File: src/rtl/noc_pkg.sv
// Shared NoC definitions for the MNA and SNA network adapters: flit encoding,
// flit width and the on/off flow-control codes.
package noc_pkg;

   localparam int FLIT_W = 34;

   localparam logic [7:0] ON  = 8'hFF;
   localparam logic [7:0] OFF = 8'h00;

   typedef enum logic [1:0] {
      FLIT_IDLE   = 2'b00,
      FLIT_HEADER = 2'b01,
      FLIT_BODY   = 2'b10,
      FLIT_TAIL   = 2'b11
   } flit_type_e;

   function automatic logic [7:0] on_off(input logic ready);
      return ready ? ON : OFF;
   endfunction

endpackage

File: src/rtl/sna_flit_decode.sv
// Splits an incoming NoC flit into its type field and 32-bit payload.
module sna_flit_decode
   import noc_pkg::*;
(
   input  logic [FLIT_W-1:0] noc_data,
   output flit_type_e        flit_type,
   output logic [31:0]       payload
);

   assign flit_type = flit_type_e'(noc_data[FLIT_W-1:FLIT_W-2]);
   assign payload   = noc_data[31:0];

endmodule

File: src/rtl/sna_request.sv
// Slave-side NoC adapter: assembles header/body/tail request packets and
// issues them as AXI4-Lite write (AW+W) or read (AR) address transactions.
module sna_request
   import noc_pkg::*;
(
   input  logic              clk,
   input  logic              rst_n,
   input  logic [FLIT_W-1:0] noc_data,
   input  logic              is_valid,
   output logic [7:0]        is_on_off,
   output logic [31:0]       awaddr,
   output logic              awvalid,
   input  logic              awready,
   output logic [31:0]       wdata,
   output logic [3:0]        wstrb,
   output logic              wvalid,
   input  logic              wready,
   output logic [31:0]       araddr,
   output logic              arvalid,
   input  logic              arready,
   output logic              req_done,
   output logic              req_write,
   output logic              flit_err
);

   typedef enum logic [2:0] {
      IDLE = 3'd0,
      HDR  = 3'd1,
      BODY = 3'd2,
      WR   = 3'd3,
      RD   = 3'd4
   } state_e;

   state_e      state_r, state_s;
   flit_type_e  flit_type_s;
   logic [31:0] payload_s;
   logic        accept_s;

   logic [31:0] addr_r, addr_s;
   logic [31:0] wdata_r, wdata_s;
   logic [3:0]  wstrb_r, wstrb_s;
   logic        awvalid_r, awvalid_s;
   logic        wvalid_r, wvalid_s;
   logic        arvalid_r, arvalid_s;
   logic        req_done_r, req_done_s;
   logic        req_write_r, req_write_s;
   logic        flit_err_r, flit_err_s;
   logic [7:0]  on_off_r, on_off_s;

   sna_flit_decode u_decode (
      .noc_data  (noc_data),
      .flit_type (flit_type_s),
      .payload   (payload_s)
   );

   // The registered on/off code gates acceptance, so the entry cycle of WR/RD ignores flits.
   assign accept_s = is_valid & (on_off_r == ON);

   // Next-state and next-output computation for the packet FSM.
   always_comb begin
      state_s     = state_r;
      addr_s      = addr_r;
      wdata_s     = wdata_r;
      wstrb_s     = wstrb_r;
      awvalid_s   = awvalid_r;
      wvalid_s    = wvalid_r;
      arvalid_s   = arvalid_r;
      req_done_s  = 1'b0;
      req_write_s = req_write_r;
      flit_err_s  = 1'b0;
      case (state_r)
         IDLE: begin
            if (accept_s) begin
               case (flit_type_s)
                  FLIT_HEADER: begin
                     addr_s  = payload_s;
                     state_s = HDR;
                  end
                  FLIT_BODY, FLIT_TAIL: flit_err_s = 1'b1;
                  default:              state_s    = IDLE;
               endcase
            end else begin
               state_s = IDLE;
            end
         end
         HDR: begin
            if (accept_s) begin
               case (flit_type_s)
                  FLIT_HEADER: begin
                     addr_s     = payload_s;
                     flit_err_s = 1'b1;
                  end
                  FLIT_BODY: begin
                     wdata_s = payload_s;
                     state_s = BODY;
                  end
                  FLIT_TAIL: begin
                     arvalid_s = 1'b1;
                     state_s   = RD;
                  end
                  default: state_s = HDR;
               endcase
            end else begin
               state_s = HDR;
            end
         end
         BODY: begin
            if (accept_s) begin
               case (flit_type_s)
                  FLIT_HEADER: begin
                     addr_s     = payload_s;
                     flit_err_s = 1'b1;
                     state_s    = HDR;
                  end
                  FLIT_BODY: begin
                     wdata_s    = payload_s;
                     flit_err_s = 1'b1;
                  end
                  FLIT_TAIL: begin
                     wstrb_s   = payload_s[3:0];
                     awvalid_s = 1'b1;
                     wvalid_s  = 1'b1;
                     state_s   = WR;
                  end
                  default: state_s = BODY;
               endcase
            end else begin
               state_s = BODY;
            end
         end
         WR: begin
            // AW and W retire independently; leave only when both are gone.
            if (awvalid_r && awready) begin
               awvalid_s = 1'b0;
            end else begin
               awvalid_s = awvalid_r;
            end
            if (wvalid_r && wready) begin
               wvalid_s = 1'b0;
            end else begin
               wvalid_s = wvalid_r;
            end
            if (!awvalid_s && !wvalid_s) begin
               req_done_s  = 1'b1;
               req_write_s = 1'b1;
               state_s     = IDLE;
            end else begin
               state_s = WR;
            end
         end
         RD: begin
            if (arvalid_r && arready) begin
               arvalid_s   = 1'b0;
               req_done_s  = 1'b1;
               req_write_s = 1'b0;
               state_s     = IDLE;
            end else begin
               state_s = RD;
            end
         end
         default: begin
            state_s   = IDLE;
            awvalid_s = 1'b0;
            wvalid_s  = 1'b0;
            arvalid_s = 1'b0;
         end
      endcase
      on_off_s = on_off(!((state_s == WR) || (state_s == RD)));
   end

   // FSM state register.
   always_ff @(posedge clk or negedge rst_n) begin
      if (!rst_n) begin
         state_r <= IDLE;
      end else begin
         state_r <= state_s;
      end
   end

   // Registered datapath and AXI/NoC outputs.
   always_ff @(posedge clk or negedge rst_n) begin
      if (!rst_n) begin
         addr_r      <= 32'h0000_0000;
         wdata_r     <= 32'h0000_0000;
         wstrb_r     <= 4'h0;
         awvalid_r   <= 1'b0;
         wvalid_r    <= 1'b0;
         arvalid_r   <= 1'b0;
         req_done_r  <= 1'b0;
         req_write_r <= 1'b0;
         flit_err_r  <= 1'b0;
         on_off_r    <= OFF;
      end else begin
         addr_r      <= addr_s;
         wdata_r     <= wdata_s;
         wstrb_r     <= wstrb_s;
         awvalid_r   <= awvalid_s;
         wvalid_r    <= wvalid_s;
         arvalid_r   <= arvalid_s;
         req_done_r  <= req_done_s;
         req_write_r <= req_write_s;
         flit_err_r  <= flit_err_s;
         on_off_r    <= on_off_s;
      end
   end

   assign is_on_off = on_off_r;
   assign awaddr    = addr_r;
   assign araddr    = addr_r;
   assign awvalid   = awvalid_r;
   assign wdata     = wdata_r;
   assign wstrb     = wstrb_r;
   assign wvalid    = wvalid_r;
   assign arvalid   = arvalid_r;
   assign req_done  = req_done_r;
   assign req_write = req_write_r;
   assign flit_err  = flit_err_r;

endmodule
File: config.mk
export PLATFORM = sky130hd
export DESIGN_NAME = sna_request
export DESIGN_NICKNAME = d
export VERILOG_FILES = /design/src/rtl/noc_pkg.sv /design/src/rtl/sna_flit_decode.sv /design/src/rtl/sna_request.sv
export SDC_FILE = /design/constraint.sdc
export NUM_CORES = 1
export LEC_CHECK = 0
export BUFFER_PORTS_ARGS = -buffer_cell sky130_fd_sc_hd__buf_2
export CORE_ASPECT_RATIO = 1.25
export CORE_MARGIN = 8
export CORE_UTILIZATION = 40
export DETAILED_ROUTE_END_ITERATION = 12
export PLACE_DENSITY = 0.74
export RECOVER_POWER = 100
export SLEW_MARGIN = 20
export SYNTH_ARGS = -nofsm -noshare
export SYNTH_HDL_FRONTEND = slang
export SYNTH_SLANG_ARGS = --single-unit
export TNS_END_PERCENT = 100
File: constraint.sdc
create_clock -name clk -period 1.85 [get_ports clk]
set_input_delay 0.185 -clock clk [delete_from_list [all_inputs] [get_ports clk]]
set_output_delay 0.185 -clock clk [all_outputs]
set_load 0.01 [all_outputs]
==> summary.md <==
| Metric | Value |
|---|---|
| CP max FO | `17` |
| Largest family of logic cells by synthesized area | `multiplexers` |
| Register bit total from synthesis | `78` |
| CTS tree | `built` |
| RSZ-0062 raised after global routing | `no` |
| Most frequent cells in the layout | `clkbuf_1 (115), dfrtp_1 (78), buf_2 (39)` |
| Worst reg2reg path endpoint | `araddr[22]` |
| Adder-Cell Fraction of Synth Area | `2.15%` |
| Power Dens Cells | `1610 mW/mm²` |
| Syn avg cell area | `13.6 µm²` |
| Buf/Inv on CP | `2` |
| Inst Count DP | `491` |
| Status | `finished clean` |
| TritonCTS Buffers | `9` |
| Critical path depth | `4` |
| Antenna Cells | `0` |
| Design area | `0.00426 mm²` |
| Commonest non-fill, non-tap cell in the layout | `clkbuf_1` |
| Setup violators final | `0` |
| First-pass GRT wire length | `13000 µm` |
| Crit path DAT | `1.94 ns` |
| Die height | `121 µm` |
| CP required | `2.08 ns` |
| Worst vdd ir | `760 µV` |
| End of the critical path | `araddr[22]` |
| Simple logic cell fraction of the synthesized area | `4.73%` |
| Slowest stage cell, crit path | `dfrtp_1` |
| Vias | `2379` |
| Placed instance area | `0.00418 mm²` |
| Worst slew pin tran | `0.918 ns` |
| Post-Syn Instances | `257` |
| Max-slew headroom at the worst pin | `38.8%` |
| Initial core utilization | `40.6%` |
| Clock Latency Late Sink | `0.35 ns` |
| Compound-Gate Fraction of Synth Area | `4.22%` |
| CP startpoint | `state_r[1]` |
| Fmax | `0.585 GHz` |
| Reg2reg start | `state_r[1]` |
| Worst-case reg-to-reg path depth | `4` |
| Post-DP HPWL | `6370 µm` |
| Net count, final | `429` |
| Hold Violations, Final | `0` |
| Overall fraction of global-route tracks in use | `13.8%` |
| Max cap viols | `0` |
| Sequential element share of the synthesized area | `55.9%` |
| Routed length per placed instance | `16.3 µm` |
| Post-Route WL | `8300 µm` |
| CTS clock-pin slew for the worst setup and hold paths | `0.08 ns` |
| Top Ports | `154` |
| Clock skew | `0.00499 ns` |
| CTS root buffer | `clkbuf_8` |
| Final min period | `1.71 ns` |
| Final period util | `92.4%` |
| Vias in the first global route | `2681` |
| Crit-path max cell delay | `0.48 ns` |
| Setup TNS | `0 ns` |
| Die area | `0.0120 mm²` |
| Clk buf depth | `2` |
| Routed Antenna Nets | `0` |
| Pin count of the biggest net entering global routing | `44` |
| Syn Nets | `303` |
| Top Family by Delay on Critical Path | `buffers and inverters` |
| Total number of yosys warnings | `0` |
| Grt ovf | `0` |
| Hold Path Class | `primary input to flop` |
| Synthesized area | `0.00349 mm²` |
| Crit Path Category | `flop to flop` |
| Fin cells | `508` |
| RePlAce Congestion | `0.988` |
| Core footprint | `0.00861 mm²` |
| Htree depth | `3` |
| DRT Pass-1 Iters | `4` |
| Crit. End Element | `flop` |
| Layout cells sized above 1 | `27.6%` |
| Post-synthesis mux area share | `22.2%` |
| Via density | `4.68` |
| Max-slew violations | `0` |
| Initial antenna violation count | `0` |
| Die width | `99.6 µm` |
| Clock sink count | `78` |
| Worst R2R Setup Slack | `0.14 ns` |
| P&R area growth vs syn | `21.8%` |
| Startpoint types | `flop` |
| Yosys cell types | `36` |
| CP Cell Sequence | `inv_1 > o211ai_4 > clkbuf_4 > mux2_2` |
| Drt drc | `0` |
| Xor and xnor area share after synthesis | `0.251%` |
| Leakage | `0.00191 µW` |
| FP Rows | `38` |
| IO Port Bufs | `153` |
| DRT iter0 DRCs | `57` |
[layer usage]
layer | wire (µm) | share of wire, % | up-vias | global-route usage (%)
li1 | - | - | 1105 | -
met1 | 3010 | 36 | 1170 | 13.2
met2 | 4380 | 53 | 88 | 24.7
met3 | 713 | 8.6 | 16 | 4.95
met4 | 197 | 2.4 | 0 | 8.35
met5 | 0 | 0 | - | 0
[final cells by class]
class	instances	area, µm²
fill	824	4350
tap	120	150
clock buffer	11	151
inverter	6	22.5
clock inverter	5	81.3
timing repair buffer	164	714
multi-input combinational	124	1180
sequential	78	1950
[registers in the layout (all words and copies together), names as in the netlist]
| signal | count |
|---|---|
| req_done | 1 |
| awvalid | 1 |
| wstrb | 4 |
| state_r | 3 |
| flit_err | 1 |
| arvalid | 1 |
| is_on_off | 1 |
| araddr | 32 |
| wdata | 32 |
| wvalid | 1 |
| req_write | 1 |
[worst min path at each step]
| stage | from | end | slack [ns] | cells after the start |
|---|---|---|---|---|
| CTS | noc_data[24] | araddr[24] | 0.03 | 2 |
| global route | noc_data[24] | araddr[24] | 0.04 | 2 |
| floorplan | rst_n | araddr[0] | -0.11 | 0 |
| detailed placement | rst_n | wdata[19] | 0.18 | 1 |
| finish | noc_data[24] | araddr[24] | 0.05 | 2 |
| global placement | rst_n | flit_err | 0.17 | 1 |
[report_power, final]
| part | switching [µW] | internal [µW] |
|---|---|---|
| Sequential | 446 | 2430 |
| Clock | 613 | 833 |
| Combinational | 1460 | 1050 |
| Total | 2520 | 4320 |
[worst reg2reg max path: cells and delay by family (launching register included)]
kind	cells	cell delay, ns
mux	1	0.38
compound gates	1	0.21
buf+inv	2	0.52
flops	1	0.48
[metrics by stage]
stage,setup WS (ns),hold WS [ns],power [µW],util [%]
floorplan,0.246,-0.111,4700,-
detailed placement,0.163,0.176,5750,48.6
global route,0.0926,0.0398,7290,49.4
global placement,0.209,0.168,5650,48.6
CTS,0.218,0.0325,7220,51.4
finish,0.140,0.0533,6830,49.4
[cells in the mapped netlist, drive strengths merged]
cell | count | area share, %
dfrtp | 78 | 56
mux2 | 68 | 22
buf | 49 | 10
ha | 6 | 2.1
inv | 6 | 0.64
nor2 | 6 | 0.64
nand2 | 5 | 0.61
a21oi | 4 | 0.57
a31o | 4 | 1.0
nor2b | 4 | 0.72
nand3 | 3 | 0.43
a21o | 2 | 0.43
nand4 | 2 | 0.36
nor3 | 2 | 0.29
o211ai | 2 | 0.57
a2111oi | 1 | 0.43
a221oi | 1 | 0.25
a32o | 1 | 0.29
a32oi | 1 | 0.25
and2 | 1 | 0.18
and3 | 1 | 0.18
and4 | 1 | 0.25
and4b | 1 | 0.29
mux2i | 1 | 0.29
nand2b | 1 | 0.18
nor3b | 1 | 0.21
o22ai | 1 | 0.18
o41ai | 1 | 0.25
or3 | 1 | 0.18
or4 | 1 | 0.21
xor2 | 1 | 0.25
[logic make-up (layout without fill, tap and decap cells)]
group	after synthesis	in the layout
mux	69	69
fa+ha+maj	6	6
buf+inv	55	186
flops	78	78
simple gates	30	30
compound gates	18	18
xor+xnor	1	1
[what timing repair did]
item                                    4_1_cts  5_1_grt
hold endpoints to repair                     35        0
resized for setup                             0        0
hold buffers                                  1        0
setup buffers                                 0        0
endpoints found under the setup margin        0        0
No activity file was read; power rests on OpenSTA's default activity.
